$ cat config.mk
export PLATFORM = sky130hd
export DESIGN_NAME = exec_controller
export DESIGN_NICKNAME = d
export VERILOG_FILES = /design/src/rtl/exec_controller.sv
export SDC_FILE = /design/constraint.sdc
export NUM_CORES = 1
export LEC_CHECK = 0
export ABC_CLOCK_PERIOD_IN_PS = 10900
export CORE_MARGIN = 5
export CORE_UTILIZATION = 31
export DETAILED_ROUTE_END_ITERATION = 6
export PLACE_DENSITY = 0.66
export SLEW_MARGIN = 20
export SYNTH_ARGS = -nofsm -noshare
export SYNTH_HDL_FRONTEND = slang
export SYNTH_SLANG_ARGS = --single-unit
$ cat constraint.sdc
create_clock -name clk -period 10.9 [get_ports clk]
set_clock_uncertainty 0.2 [all_clocks]
set_input_delay 3.27 -clock clk [delete_from_list [all_inputs] [get_ports clk]]
set_output_delay 3.27 -clock clk [all_outputs]
set_load 0.02 [all_outputs]
$ cat src/rtl/exec_controller.sv
// Execution controller for the single-cycle RV32 core: stop, single-step
// and divided free-run modes with breakpoint / EBREAK / illegal halts.
module exec_controller #(
    parameter int DEBOUNCE_CYCLES = 500000,
    parameter int RUN_DIV         = 25000000
) (
    input  logic        clk,
    input  logic        rst,
    input  logic        step_btn,
    input  logic        run_sw,
    input  logic        bp_en,
    input  logic [31:0] bp_addr,
    input  logic [31:0] pc,
    input  logic [31:0] instruction,
    output logic        cpu_en,
    output logic [1:0]  state,
    output logic [1:0]  halt_cause,
    output logic [31:0] retired
);

    localparam int DBW = (DEBOUNCE_CYCLES > 1) ? $clog2(DEBOUNCE_CYCLES) : 1;
    localparam int DVW = (RUN_DIV > 1) ? $clog2(RUN_DIV) : 1;
    localparam logic [DBW-1:0] DB_LAST  = DBW'(DEBOUNCE_CYCLES - 1);
    localparam logic [DVW-1:0] DIV_LAST = DVW'(RUN_DIV - 1);
    localparam logic [31:0]    EBREAK   = 32'h0010_0073;

    typedef enum logic [1:0] {
        ST_STOP  = 2'b00,
        ST_STEP  = 2'b01,
        ST_RUN   = 2'b10,
        ST_BREAK = 2'b11
    } state_t;

    state_t         st;
    logic           btn_s1, btn_s2;
    logic           run_s1, run_s2;
    logic [DBW-1:0] db_cnt;
    logic           db_level;
    logic           db_prev;
    logic           step_req;
    logic [DVW-1:0] div;
    logic           skip;
    logic           tick;
    logic           hit;
    logic [1:0]     cause;

    assign state = st;

    // Two-flop synchronizers for the raw board inputs
    always_ff @(posedge clk or posedge rst) begin
        if (rst) begin
            btn_s1 <= 1'b0;
            btn_s2 <= 1'b0;
            run_s1 <= 1'b0;
            run_s2 <= 1'b0;
        end else begin
            btn_s1 <= step_btn;
            btn_s2 <= btn_s1;
            run_s1 <= run_sw;
            run_s2 <= run_s1;
        end
    end

    // Debounce: accept a new button level only after it has persisted
    always_ff @(posedge clk or posedge rst) begin
        if (rst) begin
            db_cnt   <= '0;
            db_level <= 1'b0;
        end else if (btn_s2 == db_level) begin
            db_cnt <= '0;
        end else if (db_cnt == DB_LAST) begin
            db_level <= btn_s2;
            db_cnt   <= '0;
        end else begin
            db_cnt <= db_cnt + 1'b1;
        end
    end

    // One-cycle step request on the debounced press edge only
    always_ff @(posedge clk or posedge rst) begin
        if (rst) begin
            db_prev  <= 1'b0;
            step_req <= 1'b0;
        end else begin
            db_prev  <= db_level;
            step_req <= db_level & ~db_prev;
        end
    end

    // Halt classification of the instruction currently at the PC
    always_comb begin
        cause = 2'b00;
        if (bp_en && (pc == bp_addr)) begin
            cause = 2'b01;
        end else if (instruction == EBREAK) begin
            cause = 2'b10;
        end else if (instruction == 32'h0) begin
            cause = 2'b11;
        end
    end

    assign tick   = (div == DIV_LAST);
    assign hit    = (cause != 2'b00);
    assign cpu_en = (st == ST_STEP) ||
                    ((st == ST_RUN) && run_s2 && tick && (skip || !hit));

    // Mode FSM with run divider, resume-skip flag and latched halt cause
    always_ff @(posedge clk or posedge rst) begin
        if (rst) begin
            st         <= ST_STOP;
            div        <= '0;
            skip       <= 1'b0;
            halt_cause <= 2'b00;
        end else begin
            if (cpu_en) begin
                halt_cause <= 2'b00;
            end
            unique case (st)
                ST_STOP: begin
                    if (run_s2) begin
                        st   <= ST_RUN;
                        skip <= 1'b1;
                        div  <= '0;
                    end else if (step_req) begin
                        st <= ST_STEP;
                    end
                end
                ST_STEP: begin
                    st <= ST_STOP;
                end
                ST_RUN: begin
                    if (!run_s2) begin
                        st  <= ST_STOP;
                        div <= '0;
                    end else if (tick) begin
                        div <= '0;
                        if (skip) begin
                            skip <= 1'b0;
                        end else if (hit) begin
                            st         <= ST_BREAK;
                            halt_cause <= cause;
                        end
                    end else begin
                        div <= div + 1'b1;
                    end
                end
                ST_BREAK: begin
                    if (!run_s2) begin
                        st <= ST_STOP;
                    end
                end
            endcase
        end
    end

    // Retired-instruction counter, wraps naturally
    always_ff @(posedge clk or posedge rst) begin
        if (rst) begin
            retired <= '0;
        end else if (cpu_en) begin
            retired <= retired + 32'd1;
        end
    end

endmodule

==> results.txt <==
----------------------------------------------------
[Power]
  Internal power summed over all cells ... 0.594 mW
  VDD IR max ... 72.1 uV
  Fraction of power spent switching nets ... 19.9%
  Proportion of power drawn by flip-flops and latches ... 44.7%
  Sw Pwr ... roughly 0.15 mW
  Share of total power in combinational logic ... 8.9%
  Power density normalized to cell area ... 112 mW/mm^2
  Clock network fraction of design power ... 46.4%
  Lkg Pwr ... 2.59 nW

[Critical path]
  Critical path class ... in -> out
  Required time of the critical path ... ~7.4 ns
  Terminus of the critical flop-to-flop path ... retired[1]
  R2r setup slk ... between 7 and 8 ns
  Worst reg2reg path depth ... 7
  Critical R2R Launch ... div[0]
  Kind of capture point of the worst setup path ... output port
  Data arrival time at the worst-slack endpoint ... 6.03 ns
  Crit path max fanout ... 31
  Kind of launch point of the worst setup path ... primary input
  Launching element of the worst setup path ... pc[20]

[Place]
  Post-DP HPWL ... 9050 um
  Instance count after placement with tap cells included ... between 700 and 800
  Input/output buffers ... 137
  GPL Wtd Cong ... ~0.84
  Worst setup timing slack at the placement stage ... 1.38 ns

[CTS]
  Clock tree from TritonCTS ... yes
  Number of sinks on the clock net ... 88
  Total of hold buffers inserted after clock tree synthesis ... 0
  Clk Tree Root Cell ... sky130_fd_sc_hd__clkbuf_16
  Maximum root-to-sink buffer count ... 2
  CTS Buf Count ... 9
  Total setup buffers inserted after CTS ... 0
  Reg clk slew, reported paths ... around 0.060 ns
  Post-CTS resize count ... 0
  Number of levels in the clock H-tree ... 3
  Clock latency on the worst-skew pair ... 0.33 ns

[Floorplanning]
  Number of primary I/O pins ... 138
  Full die area ... approximately 0.018 mm^2
  Initial standard-cell utilization of the core ... between 30% and 40%
  Width of the die ... 133 um
  Die extent in y ... 133 um
  Core region area ... about 0.015 mm^2
  Number of rows in the core area ... 45

[STA]
  RSZ-0062 raised after global routing ... no
  Post-route worst hold slack ... 0.148 ns
  Tmin final ... ~9.5 ns
  Final Slew Violations ... 0
  Ratio of final minimum period to clock period ... a little under 90%
  Final Setup Violations ... 0
  Worst Tran Pin Value ... between 1 and 1.5 ns
  Crit path setup slack, layout ... 1.40 ns
  Worst slew margin ... 31.2%
  Fin Setup TNS ... 0 ns
  Fmax achieved ... 105 MHz
  Final hold violation count ... 0

[Routing]
  Overall routed net length ... 11800 um
  Vias after detailed routing ... 3958
  Number of nets still failing antenna checks after routing ... 0
  Total DRC errors in the routed layout ... 0
  Detailed-router iteration count before antenna repair ... 4
  Average wire per cell in the routed design ... 14.5 um
  Drt via density ... 4.89
  Number of DRC markers in iteration 0 ... 256

[Synthesis]
  Synthesized netlist cell count ... 479
  Area share of the leading cell type in the synthesized netlist ... 46.7%
  Portion of the post-synthesis area used by sequential elements ... about 47%
  Most numerous cell types in the synthesized netlist ... sky130_fd_sc_hd__dfrtp_1 (88), sky130_fd_sc_hd__nor2_1 (61), sky130_fd_sc_hd__xnor2_1 (57), sky130_fd_sc_hd__xor2_1 (43), sky130_fd_sc_hd__nand3_1 (38)
  Number of warnings issued by yosys ... 0
  Share of async-settable or async-resettable flops after synthesis ... 100%
  Area contributors post-synth ... sky130_fd_sc_hd__dfrtp_1 (47%), sky130_fd_sc_hd__xnor2_1 (11%), sky130_fd_sc_hd__xor2_1 (8.0%)
  Number of register bits inferred by synthesis ... 88
  Distinct cell type count after synthesis ... 43
  Most area-hungry cell type in the Yosys netlist ... sky130_fd_sc_hd__dfrtp_1
  Post-synth EDFFs ... 0
  Most instantiated flip-flop cell in the synthesis netlist ... sky130_fd_sc_hd__dfrtp_1
  Dominant cell by count in the synthesized netlist ... sky130_fd_sc_hd__dfrtp_1
  Cell Area, Synth ... 0.00472 mm^2
  Synthesized area per cell ... ~9.9 um^2
  Post-Syn Nets ... 583

[Finish]
  Fill cells ... 1436
  Number of nets in the finished design ... slightly above 700
  Synthesis-to-layout area growth ... 40.1%
  Final antenna diode count ... 0
  Non-filler cells, final ... slightly above 800
  Layout cell share with drive strength beyond 1 ... 4.66%

[GRT]
  Maximum number of pins on one net before global-route repair ... 89
  Remaining global-route overflow ... 0
  Antenna violations before repair ... 0
  Via count of the first global-routing pass ... 4071
  Wire length of the first global-routing pass ... 19800 um
  Global-route usage over all layers ... a little over an eighth

[Worst hold path]
  Worst Hold Launch ... btn_s1
  Destination of the worst hold path ... btn_s2
  Min-Delay Path Depth ... 0
  Worst min-delay path category ... reg -> reg

[Flow run]
  Number of maximum-capacitance constraint violations ... 0

[Outcome]
  Status ... finished, final reports clean

----------------------------------------------------
## power by group through the flow
stage / combinational [mW] / clock, mW / sequential (mW)
6_report: 0.0662 / 0.344 / 0.332
5_1_grt: 0.0724 / 0.367 / 0.332
4_1_cts: 0.0672 / 0.354 / 0.332
3_5_place_dp: 0.0669 / 0 / 0.338
3_3_place_gp: 0.0653 / 0 / 0.338
2_1_floorplan: 0.0227 / 0 / 0.337
## cell families after synthesis
logic type,Yosys count,share of synthesized area [%]
xor+xnor,100,18.6
compound gates,22,3.16
mux,3,0.769
fa+ha+maj,3,0.796
flops,88,46.7
simple gates,240,27.5
buf+inv,23,2.55
## worst max-delay path by stage
| stage | to | cells after the start |
|---|---|---|
| finish | cpu_en | 9 |
| detailed placement | cpu_en | 9 |
| global route | cpu_en | 9 |
| floorplan | cpu_en | 7 |
| global placement | cpu_en | 9 |
| CTS | cpu_en | 9 |
## cell usage in the layout (no fill, tap or decap), types with 4 or more instances in the layout
| master | n |
|---|---|
| sky130_fd_sc_hd__and2_1 | 4 |
| sky130_fd_sc_hd__and3_1 | 14 |
| sky130_fd_sc_hd__and4_1 | 9 |
| sky130_fd_sc_hd__clkbuf_16 | 9 |
| sky130_fd_sc_hd__clkdlybuf4s50_1 | 137 |
| sky130_fd_sc_hd__dfrtp_1 | 88 |
| sky130_fd_sc_hd__inv_1 | 9 |
| sky130_fd_sc_hd__nand2_1 | 30 |
| sky130_fd_sc_hd__nand2b_1 | 4 |
| sky130_fd_sc_hd__nand3_1 | 38 |
| sky130_fd_sc_hd__nand4_1 | 34 |
| sky130_fd_sc_hd__nand4b_1 | 5 |
| sky130_fd_sc_hd__nor2_1 | 61 |
| sky130_fd_sc_hd__nor2b_1 | 4 |
| sky130_fd_sc_hd__nor3_1 | 6 |
| sky130_fd_sc_hd__nor4_1 | 15 |
| sky130_fd_sc_hd__nor4b_1 | 5 |
| sky130_fd_sc_hd__o21ai_0 | 8 |
| sky130_fd_sc_hd__o31ai_1 | 4 |
| sky130_fd_sc_hd__xnor2_1 | 57 |
| sky130_fd_sc_hd__xor2_1 | 43 |
## per-stage QoR
step	power, mW	util (%)	area [um^2]
finish	0.742	43.8	6610
floorplan	0.360	-	4720
CTS	0.752	43.8	6610
global route	0.772	43.8	6610
global placement	0.403	41.5	6270
detailed placement	0.405	41.5	6270
## registers in the layout, summed over array words and instances, names as in the netlist, 2 cells and up
name / flops
db_cnt: 19
div: 25
halt_cause: 2
retired: 32
state: 2
## area by class of cell
| type | count | area, um^2 | area share (%) |
|---|---|---|---|
| clock inverter | 6 | 108 | 1.63 |
| clock buffer | 10 | 229 | 3.46 |
| sequential | 88 | 2200 | 33.3 |
| multi-input combinational | 368 | 2400 | 36.3 |
| inverter | 10 | 38.8 | 0.587 |
| tap | 188 | 235 | 3.56 |
| timing repair buffer | 140 | 1400 | 21.1 |
## metal layers
layer | global-route usage (%) | vias up | wire (um)
met4 | 2.97 | 0 | 104
met5 | 0 | - | 0
met1 | 16.8 | 1924 | 5010
li1 | - | 1958 | -
met2 | 23.9 | 65 | 6320
met3 | 2.61 | 11 | 344
## worst max-delay path, cell delays in order
cell and delay, ns:
sky130_fd_sc_hd__clkdlybuf4s50_1 0.48, sky130_fd_sc_hd__xnor2_1 0.12, sky130_fd_sc_hd__nand4_1 0.12, sky130_fd_sc_hd__or4_1 0.56
sky130_fd_sc_hd__or4_1 0.41, sky130_fd_sc_hd__buf_4 0.25, sky130_fd_sc_hd__nand2_1 0.22, sky130_fd_sc_hd__inv_1 0.06
sky130_fd_sc_hd__clkdlybuf4s50_1 0.54
Note: power is estimated with default switching activity, not from simulation.
